### config.mk
export PLATFORM = sky130hd
export DESIGN_NAME = biker_squad_ctrl
export DESIGN_NICKNAME = d
export VERILOG_FILES = /design/src/rtl/biker_squad_ctrl.sv
export SDC_FILE = /design/constraint.sdc
export NUM_CORES = 1
export LEC_CHECK = 0
export ABC_CLOCK_PERIOD_IN_PS = 13890
export BUFFER_PORTS_ARGS = -buffer_cell sky130_fd_sc_hd__buf_2
export CAP_MARGIN = 20
export CORE_MARGIN = 5
export CORE_UTILIZATION = 45
export DETAILED_ROUTE_END_ITERATION = 7
export HOLD_SLACK_MARGIN = 0.05
export PLACE_DENSITY = 0.61
export SLEW_MARGIN = 25
export SYNTH_ARGS = -nofsm -noshare
export SYNTH_HDL_FRONTEND = slang
export SYNTH_SLANG_ARGS = --single-unit
### constraint.sdc
create_clock -name clk -period 13.89 [get_ports clk]
set_clock_uncertainty 0.15 [all_clocks]
set_input_delay 2.778 -clock clk [delete_from_list [all_inputs] [get_ports clk]]
set_output_delay 2.778 -clock clk [all_outputs]
set_load 0.01 [all_outputs]
### src/rtl/biker_squad_ctrl.sv
// biker_squad_ctrl: per-biker spawn/motion/shoot FSMs with a shared lowest-index draw arbiter and squad-cleared event.
module biker_squad_ctrl #(
  parameter int NUM_BIKERS      = 4,
  parameter int SPRITE_W        = 32,
  parameter int SPRITE_H        = 32,
  parameter int SCREEN_W        = 640,
  parameter int SCREEN_H        = 480,
  parameter int FRAC_BITS       = 6,
  parameter int X_BASE_SPEED    = 131,
  parameter int Y_BASE_SPEED    = 90,
  parameter int LEVEL_SPEED_MOD = 5,
  parameter int SPAWN_STAGGER   = 5,
  parameter int SHOOT_COOLDOWN  = 20,
  parameter int HIT_BLINK_TICKS = 10
) (
  input  logic                             clk,
  input  logic                             reset,
  input  logic                             startOfFrame,
  input  logic                             oneTensSec,
  input  logic                             startOfLevel,
  input  logic                             endLevel,
  input  logic [3:0]                       level,
  input  logic [7:0]                       random,
  input  logic [NUM_BIKERS-1:0]            collision,
  input  logic [NUM_BIKERS-1:0][10:0]      spawnX,
  input  logic [NUM_BIKERS-1:0][10:0]      spawnY,
  input  logic [10:0]                      pixelX,
  input  logic [10:0]                      pixelY,
  output logic [NUM_BIKERS-1:0][10:0]      bikerTLX,
  output logic [NUM_BIKERS-1:0][10:0]      bikerTLY,
  output logic [NUM_BIKERS-1:0]            alive,
  output logic [NUM_BIKERS-1:0]            movingRight,
  output logic [NUM_BIKERS-1:0]            shootRequest,
  output logic                             drawingRequest,
  output logic [2:0]                       drawIndex,
  output logic [10:0]                      offsetX,
  output logic [10:0]                      offsetY,
  output logic                             squadCleared
);
  localparam int PW = 11 + FRAC_BITS;
  localparam int XW = PW + 2;
  localparam int YW = PW + 1;
  localparam int CW = 8;
  localparam logic [XW-1:0] X_MAX = XW'((SCREEN_W - SPRITE_W) << FRAC_BITS);
  localparam logic [11:0]   Y_LIM = 12'(SCREEN_H);
  localparam logic [10:0]   SW11  = 11'(SPRITE_W);
  localparam logic [10:0]   SH11  = 11'(SPRITE_H);
  typedef enum logic [2:0] {IDLE, SPAWN_WAIT, ACTIVE, HIT, DEAD} state_t;
  logic [NUM_BIKERS-1:0] w_cand, w_dead;
  logic                  w_req, r_all_dead;
  logic [2:0]            w_idx;
  logic [10:0]           w_offx, w_offy;
  for (genvar g = 0; g < NUM_BIKERS; g++) begin : g_biker
    state_t          r_state, w_next;
    logic [PW-1:0]   r_x, r_y;
    logic [CW-1:0]   r_cnt, r_cd;
    logic [10:0]     r_speed;
    logic            r_right, r_shoot, w_vis;
    logic [XW-1:0]   w_nx;
    logic [YW-1:0]   w_ny;
    always_comb begin
      w_next = r_state;
      if (startOfLevel) w_next = SPAWN_WAIT;
      else if (endLevel && r_state != DEAD) w_next = IDLE;
      else if (r_state == SPAWN_WAIT && r_cnt == '0) w_next = ACTIVE;
      else if (r_state == ACTIVE && collision[g]) w_next = HIT;
      else if (r_state == HIT && r_cnt == '0) w_next = DEAD;
    end
    always_ff @(posedge clk or posedge reset)
      if (reset) r_state <= IDLE;
      else r_state <= w_next;
    // Underflow shows up as the top bit of the widened sum
    assign w_nx = r_right ? {2'b0, r_x} + XW'(r_speed) : {2'b0, r_x} - XW'(r_speed);
    assign w_ny = {1'b0, r_y} + YW'(Y_BASE_SPEED);
    always_ff @(posedge clk or posedge reset)
      if (reset) begin
        r_x <= '0; r_y <= '0; r_cnt <= '0; r_cd <= '0;
        r_speed <= '0; r_right <= 1'b0; r_shoot <= 1'b0;
      end else begin
        r_shoot <= 1'b0;
        if (startOfLevel) begin
          r_x     <= {spawnX[g], {FRAC_BITS{1'b0}}};
          r_y     <= {spawnY[g], {FRAC_BITS{1'b0}}};
          r_cnt   <= CW'(g * SPAWN_STAGGER);
          r_cd    <= CW'(SHOOT_COOLDOWN);
          r_right <= random[g % 8];
          r_speed <= 11'(X_BASE_SPEED) + 11'(level) * 11'(LEVEL_SPEED_MOD);
        end else if (!endLevel) begin
          if (r_state == ACTIVE && collision[g]) r_cnt <= CW'(HIT_BLINK_TICKS);
          else if ((r_state == SPAWN_WAIT || r_state == HIT) && oneTensSec && r_cnt != '0) r_cnt <= r_cnt - 1'b1;
          if (r_state == ACTIVE) begin
            if (r_cd == '0 && random[g % 8]) begin
              r_shoot <= 1'b1;
              r_cd    <= CW'(SHOOT_COOLDOWN);
            end else if (oneTensSec && r_cd != '0) r_cd <= r_cd - 1'b1;
            if (startOfFrame && !collision[g]) begin
              r_x     <= w_nx[XW-1] ? '0 : (w_nx > X_MAX ? X_MAX[PW-1:0] : w_nx[PW-1:0]);
              r_right <= w_nx[XW-1] ? 1'b1 : (w_nx > X_MAX ? 1'b0 : r_right);
              r_y     <= w_ny[PW:FRAC_BITS] >= Y_LIM ? '0 : w_ny[PW-1:0];
            end
          end
        end
      end
    assign w_vis           = r_state == ACTIVE || (r_state == HIT && r_cnt[0]);
    assign bikerTLX[g]     = r_x[PW-1:FRAC_BITS];
    assign bikerTLY[g]     = r_y[PW-1:FRAC_BITS];
    assign alive[g]        = r_state == ACTIVE;
    assign movingRight[g]  = r_right;
    assign shootRequest[g] = r_shoot;
    assign w_dead[g]       = r_state == DEAD;
    assign w_cand[g]       = w_vis && pixelX >= bikerTLX[g] && (pixelX - bikerTLX[g]) < SW11 &&
                             pixelY >= bikerTLY[g] && (pixelY - bikerTLY[g]) < SH11;
  end
  // Scan from the top index down so the lowest candidate is written last
  always_comb begin
    w_req = 1'b0; w_idx = '0; w_offx = '0; w_offy = '0;
    for (int i = NUM_BIKERS - 1; i >= 0; i--)
      if (w_cand[i]) begin
        w_req  = 1'b1;
        w_idx  = 3'(i);
        w_offx = pixelX - bikerTLX[i];
        w_offy = pixelY - bikerTLY[i];
      end
  end
  always_ff @(posedge clk or posedge reset)
    if (reset) begin
      drawingRequest <= 1'b0; drawIndex <= '0; offsetX <= '0; offsetY <= '0; r_all_dead <= 1'b0;
    end else begin
      drawingRequest <= w_req; drawIndex <= w_idx; offsetX <= w_offx; offsetY <= w_offy;
      r_all_dead <= &w_dead;
    end
  assign squadCleared = &w_dead & ~r_all_dead;
endmodule

==> flow_summary.yaml, run 1 <==
critical_path:
  r2r-start: "g_biker[3].r_speed[5]$_DFFE_PP0P_"
  cp_max_fo: 12
  end_kind: "flop"
  cp.arrival_ns: 6.97
  required_ns: 14.25
  criticalPathCategory: "in2reg"
  start_kind: "input pin"
  crit_start: "pixelY[0]"
floorplanning:
  die_height_um: 233.1
  initial_core_util_pct: 45.67
  ios: 259
  dieArea_um2: 54340
  row_count: 81
  coreArea_um2: 49050
  fp.dieW_um: 233.1
route:
  drcViolationCount: 0
  routed_wl_um: 73120
  wl_per_cell_um: 20.41
  firstDrtPassIters: 7
  drtIter0Drc: 1601
  vias: 21280
  ant_nets: 0
  vias_per_cell: 5.940
place:
  routabilityCongestion: 0.9373
  dp_hpwl_um: 56090
  dpl_cell_area_um2: 23530
  pre_cts_slack_ns: 6.747
  io_buffers: 253
sta:
  final_hold_viol_count: 0
  slew_headroom_pct: 26.53
  rsz0062_at_grt: "false"
  setup_tns_ns: 0
  whs_ns: 0.3156
  fmax_ghz: 0.1514
  report.final.slew_viol_count: 0
  tightestPinTransition_ns: 1.098
  setup_violations: 0
  finalCritPeriodShare_pct: 47.55
  timing.final.ws_setup_ns: 7.285
  fin_crit_ns: 6.605
global_routing:
  grt_pass1_vias: 20240
  overflow: 0
  gr-usage-all-layers_pct: 25.88
  grt_antenna_before_repair: 1
  grt_pass1_wl_um: 114000
  grt_max_degree: 133
clock_network:
  clock-sinks: 250
  insertion_delay_ns: 0.60
  cts.path.max_buffers: 3
  cts_resized: 0
  tritoncts: "yes"
  htreeDepth: 1
  clk_pin_slew_ns: 0.07
  cts_root_buf: "clkbuf_16"
  cts_made_buffers: 31
  ctsHoldBuffers: 0
  post-cts-setup-buffers: 0
logic_synthesis:
  yosysSeqAreaShare_pct: 27.93
  ys_async_sr_fraction_pct: 100.0
  synth-edff-count: 0
  syn_inst: 2778
  synth.distinct_cells: 98
  yosysWarnings: 0
  syn-cell-area_um2: 22400
  synth_ff_type: "dfrtp_1"
  ys_ff_latch: 250
  avgSynthCellArea_um2: 8.063
layout:
  syn2layout_area_growth_pct: 10.03
  drive_gt1_share_pct: 13.61
  fin_area_um2: 24650
  nets: 3218
  fillers: 4799
  fin_util_pct: 50.24
worst_hold_path:
  hp-class: "reg2reg"
  hold_path.startpoint: "g_biker[2].r_cnt[0]$_DFFE_PP0P_"
power_and_ir_drop:
  power_leakage_nw: 10.90
  max-vdd-ir-drop_mv: 0.1074
  powerDensity_nw_per_um2: 105.7
run:
  max_cap_violations: 0
outcome:
  run_status: "finished clean"
-- synthesized netlist by cell type (all sizes together), types with 13 or more instances --
cell type  instances  area share, %
dfrtp            250             28
nor2             249            4.2
nand2            216            3.6
o21ai            210            4.7
inv              199            3.3
a21oi            186            4.2
ha               172            9.6
nor3             118            2.7
buf              116            3.8
xnor2             84            3.3
clkbuf            79            1.5
nand3             69            1.5
nand2b            46            1.3
a211oi            43            1.6
a22oi             43            1.4
or3               42            1.2
nor2b             40            1.1
nor4              39            1.1
o31ai             36            1.3
o21a              30            1.0
a31oi             29           0.90
mux2i             29            1.3
a21o              27           0.91
xor2              26            1.0
o21bai            25           0.84
o22ai             23           0.64
and3              21           0.59
or2               21           0.60
nand4             20           0.56
o211ai            20           0.67
fa                17            1.5
or4               16           0.54
o31a              13           0.51
-- sequential cells by signal (all words and copies together) (netlist names), 2 cells and up --
| name | flops |
|---|---|
| g_biker.r_x | 68 |
| g_biker.r_y | 64 |
| g_biker.r_cd | 32 |
| g_biker.r_cnt | 32 |
| g_biker.r_state | 12 |
| offsetX | 11 |
| offsetY | 11 |
| g_biker.r_speed | 8 |
| g_biker.r_right | 4 |
| g_biker.r_shoot | 4 |
| drawIndex | 2 |
-- final timing paths --
kind                                                    to  slack, ns  depth (start not counted)
max in group asynchronous   g_biker[2].r_x[16]$_DFFE_PP0P_       9.44                          5
min reg2reg                g_biker[2].r_cnt[0]$_DFFE_PP0P_       0.32                          1
max reg2reg                 g_biker[2].r_x[14]$_DFFE_PP0P_       9.05                         12
min in group asynchronous     g_biker[0].r_shoot$_DFF_PP0_       2.17                          2
max                                   offsetY[3]$_DFF_PP0_       7.29                         14
min                        g_biker[2].r_cnt[0]$_DFFE_PP0P_       0.32                          1
-- per-stage QoR --
stage                     std cells  total power (W)
after floorplan                2790         0.001516
after global placement         3527         0.001720
after detailed placement       3527         0.001736
after CTS                      3581         0.002620
after global routing           3582         0.002759
final                          3583         0.002605
-- cell families (layout without fill, tap and decap cells) --
family / count (synthesis) / in the layout / share of synthesized area, %
simple gates: 961 / 961 / 21.34
compound gates: 841 / 841 / 25.24
buf+inv: 394 / 522 / 8.602
flops: 250 / 250 / 27.93
fa+ha+maj: 189 / 189 / 11.13
xor+xnor: 110 / 110 / 4.301
mux: 32 / 32 / 1.447
other cells: 1 / 14 / 0.01674
-- cell type report --
class                           count  area [µm²]  share of cell area [%]
Multi-Input combinational cell   2146       14310                   58.07
Sequential cell                   250        6256                   25.38
Timing Repair Buffer              269        1408                   5.711
Clock buffer                       41       883.3                   3.584
Tap cell                          664       830.8                   3.371
Inverter                          199       759.5                   3.082
Clock inverter                     13       193.9                  0.7869
Antenna cell                        1       2.502                 0.01015
-- critical path, cell delays in order --
cell and delay, ns:
buf_2 0.11, inv_1 0.17, ha_1 0.21, inv_1 0.06, fa_1 0.42, a21o_1 0.18
a21oi_1 0.32, mux2i_1 0.13, or4_1 0.55, nor4_1 0.34, nand4_1 0.55, a2111oi_0 0.80
a211oi_1 0.13, o22ai_1 0.22
-- routing by layer --
metal,wire [µm],GRT usage (%),vias to the layer above
met5,0,0,-
met4,2346,7.846,0
met3,4031,2.978,118
met2,33680,42.16,649
met1,33060,36.28,10250
li1,-,-,10270
-- layout by cell type (no fill, tap or decap), types with 13 or more instances in the layout --
cell type  count
clkbuf_16     31
conb_1        13
o31ai_1       33
nor4_1        39
fa_1          17
a31oi_1       27
o31a_1        13
o21bai_1      25
nand4_1       20
a21o_1        26
nand2b_1      46
xnor2_1       84
a22oi_1       43
mux2i_1       29
dfrtp_1      250
inv_1        198
nand2_1      215
o22ai_1       23
nor2b_1       40
buf_4         15
and3_1        21
or3_1         42
xor2_1        26
or4_1         16
o211ai_1      20
nand3_1       69
o21a_1        30
ha_1         172
buf_2        252
or2_2         20
nor2_1       248
nor3_1       112
o21ai_0      205
a21oi_1      183
a211oi_1      38
-- where the power goes --
| group | switching [W] | internal (W) | total [W] |
|---|---|---|---|
| Combinational | 0.000533 | 0.000332 | 0.000865 |
| Sequential | 0.0000935 | 0.000783 | 0.000877 |
| Clock | 0.000331 | 0.000533 | 0.000864 |
(Power assumes the default switching activity.)
==> inputs of run 2 (changes only) <==
--- a/config.mk
+++ b/config.mk
@@ -5,7 +5,7 @@
 export SDC_FILE = /design/constraint.sdc
 export NUM_CORES = 1
 export LEC_CHECK = 0
-export ABC_CLOCK_PERIOD_IN_PS = 13890
+export ABC_CLOCK_PERIOD_IN_PS = 6300
 export BUFFER_PORTS_ARGS = -buffer_cell sky130_fd_sc_hd__buf_2
 export CAP_MARGIN = 20
 export CORE_MARGIN = 5
==> constraint.sdc (replaced) <==
create_clock -name clk -period 6.3 [get_ports clk]
set_clock_uncertainty 0.15 [all_clocks]
set_input_delay 1.26 -clock clk [delete_from_list [all_inputs] [get_ports clk]]
set_output_delay 1.26 -clock clk [all_outputs]
set_load 0.01 [all_outputs]
==> flow_summary.yaml, run 2 (synthesis results as in run 1) <==
outcome:
  run_status: "finished clean"
sta:
  tightestPinTransition_ns: 1.041
  setup_violations: 0
  slew_headroom_pct: 30.57
  timing.final.ws_setup_ns: 1.366
  setup_tns_ns: 0
  final_hold_viol_count: 0
  finalCritPeriodShare_pct: 78.32
  fin_crit_ns: 4.934
  report.final.slew_viol_count: 0
  rsz0062_at_grt: "false"
  fmax_ghz: 0.2027
run:
  max_cap_violations: 0
clock_network:
  htreeDepth: 2
  cts.path.max_buffers: 3
  cts_resized: 0
  ctsHoldBuffers: 0
  clk_pin_slew_ns: 0.05
  tritoncts: "yes"
  cts_root_buf: "clkbuf_16"
  cts_made_buffers: 34
  insertion_delay_ns: 0.54
  clock-sinks: 250
  post-cts-setup-buffers: 0
layout:
  fillers: 4893
  fin_util_pct: 50.36
  largest_register: "g_biker.r_x"
  largest_reg_flops: 68
  top_regs: "g_biker.r_x: 68 flops, g_biker.r_y: 64 flops"
  multi_input_area_um2: 14300
  instances_no_fill: 3588
  nets: 3221
  final_common_cell: "buf_2"
  regArea_um2: 6256
  final_cell_mix: "buf_2 (252), dfrtp_1 (250), nor2_1 (248)"
  syn2layout_area_growth_pct: 10.29
  drive_gt1_share_pct: 13.55
route:
  wl_per_cell_um: 20.32
  drcViolationCount: 0
  ant_nets: 0
  firstDrtPassIters: 6
  vias: 21400
  routed_wl_um: 72910
  vias_per_cell: 5.964
  drtIter0Drc: 1755
place:
  dp_hpwl_um: 55890
  pre_cts_slack_ns: 0.9573
  io_buffers: 253
  placed_cells: 3528
  routabilityCongestion: 0.9529
critical_path:
  crit_end: "offsetY[3]$_DFF_PP0_"
  required_ns: 6.59
  end_kind: "flop"
  start_kind: "input pin"
  rrSetupSlack_ns: 1.47
  r2r-start: "g_biker[3].r_speed[1]$_DFFE_PP0P_"
  cp_max_fo: 12
  r2r_cells: 12
  cp.arrival_ns: 5.22
  crit_start: "pixelY[0]"
  worstReg2RegEnd: "g_biker[2].r_x[12]$_DFFE_PP0P_"
  criticalPathCategory: "in2reg"
worst_hold_path:
  hp-class: "reg2reg"
floorplanning:
  row_count: 81
  die_height_um: 233.1
  fp.dieW_um: 233.1
  initial_core_util_pct: 45.67
  ios: 259
  dieArea_um2: 54340
  coreArea_um2: 49050
global_routing:
  grt_pass1_wl_um: 114200
  grt_antenna_before_repair: 1
  grt_max_degree: 138
  gr-usage-all-layers_pct: 26.01
  grt_pass1_vias: 20230
  overflow: 0
power_and_ir_drop:
  powerDensity_nw_per_um2: 235.6
  max-vdd-ir-drop_mv: 0.2227
  power_leakage_nw: 10.91
run 2: power breakdown:
| part | leakage [nW] | internal [W] | switching, W | total (W) |
|---|---|---|---|---|
| registers | 3.16 | 0.00173 | 0.000206 | 0.00193 |
| clock network | 0.551 | 0.00123 | 0.000752 | 0.00198 |
| logic | 7.20 | 0.000732 | 0.00117 | 0.00190 |
| total | 10.9 | 0.00369 | 0.00213 | 0.00582 |
run 2: how the worst min path moves through the flow:
stage	start	endpoint	slack (ns)	cells after the start
2_1_floorplan	g_biker[2].r_cnt[0]$_DFFE_PP0P_	g_biker[2].r_cnt[0]$_DFFE_PP0P_	0.29	1
3_3_place_gp	g_biker[2].r_cnt[0]$_DFFE_PP0P_	g_biker[2].r_cnt[0]$_DFFE_PP0P_	0.30	1
3_5_place_dp	g_biker[2].r_cnt[0]$_DFFE_PP0P_	g_biker[2].r_cnt[0]$_DFFE_PP0P_	0.31	1
4_1_cts	g_biker[2].r_cnt[0]$_DFFE_PP0P_	g_biker[2].r_cnt[0]$_DFFE_PP0P_	0.32	1
5_1_grt	g_biker[2].r_cnt[0]$_DFFE_PP0P_	g_biker[2].r_cnt[0]$_DFFE_PP0P_	0.37	1
6_report	g_biker[2].r_cnt[0]$_DFFE_PP0P_	g_biker[2].r_cnt[0]$_DFFE_PP0P_	0.32	1
run 2: final cells by class:
| class | count | share of cell area (%) |
|---|---|---|
| diodes | 2 | 0.02026 |
| clock buffers | 49 | 4.082 |
| clock inverters | 9 | 0.5318 |
| inverters | 199 | 3.039 |
| multi-input cells | 2146 | 57.89 |
| flip-flops and latches | 250 | 25.32 |
| well taps | 664 | 3.363 |
| repair buffers | 269 | 5.748 |
run 2: through the flow:
step / total power [W] / instance area [µm²] / hold slack, ns
floorplan: 0.003343 / 22450 / 0.2851
global placement: 0.003791 / 23550 / 0.3042
detailed placement: 0.003827 / 23550 / 0.3123
CTS: 0.005845 / 24690 / 0.3177
global route: 0.006159 / 24700 / 0.3670
finish: 0.005820 / 24700 / 0.3197
run 2: critical path: stages:
cell	delay (ns)
buf_2	0.10
inv_1	0.18
ha_1	0.21
inv_1	0.06
fa_1	0.43
a21o_1	0.18
a21oi_1	0.27
mux2i_1	0.12
or4_1	0.51
nor4_1	0.33
nand4_1	0.57
a2111oi_0	0.65
a211oi_1	0.14
o22ai_1	0.20
run 2: metal layers:
layer / vias up / part of all wire (%) / GRT usage (%)
li1: 10270 / - / -
met1: 10370 / 45 / 36.27
met2: 643 / 46 / 42.27
met3: 115 / 6.2 / 3.695
met4: 0 / 2.9 / 7.458
met5: - / 0 / 0
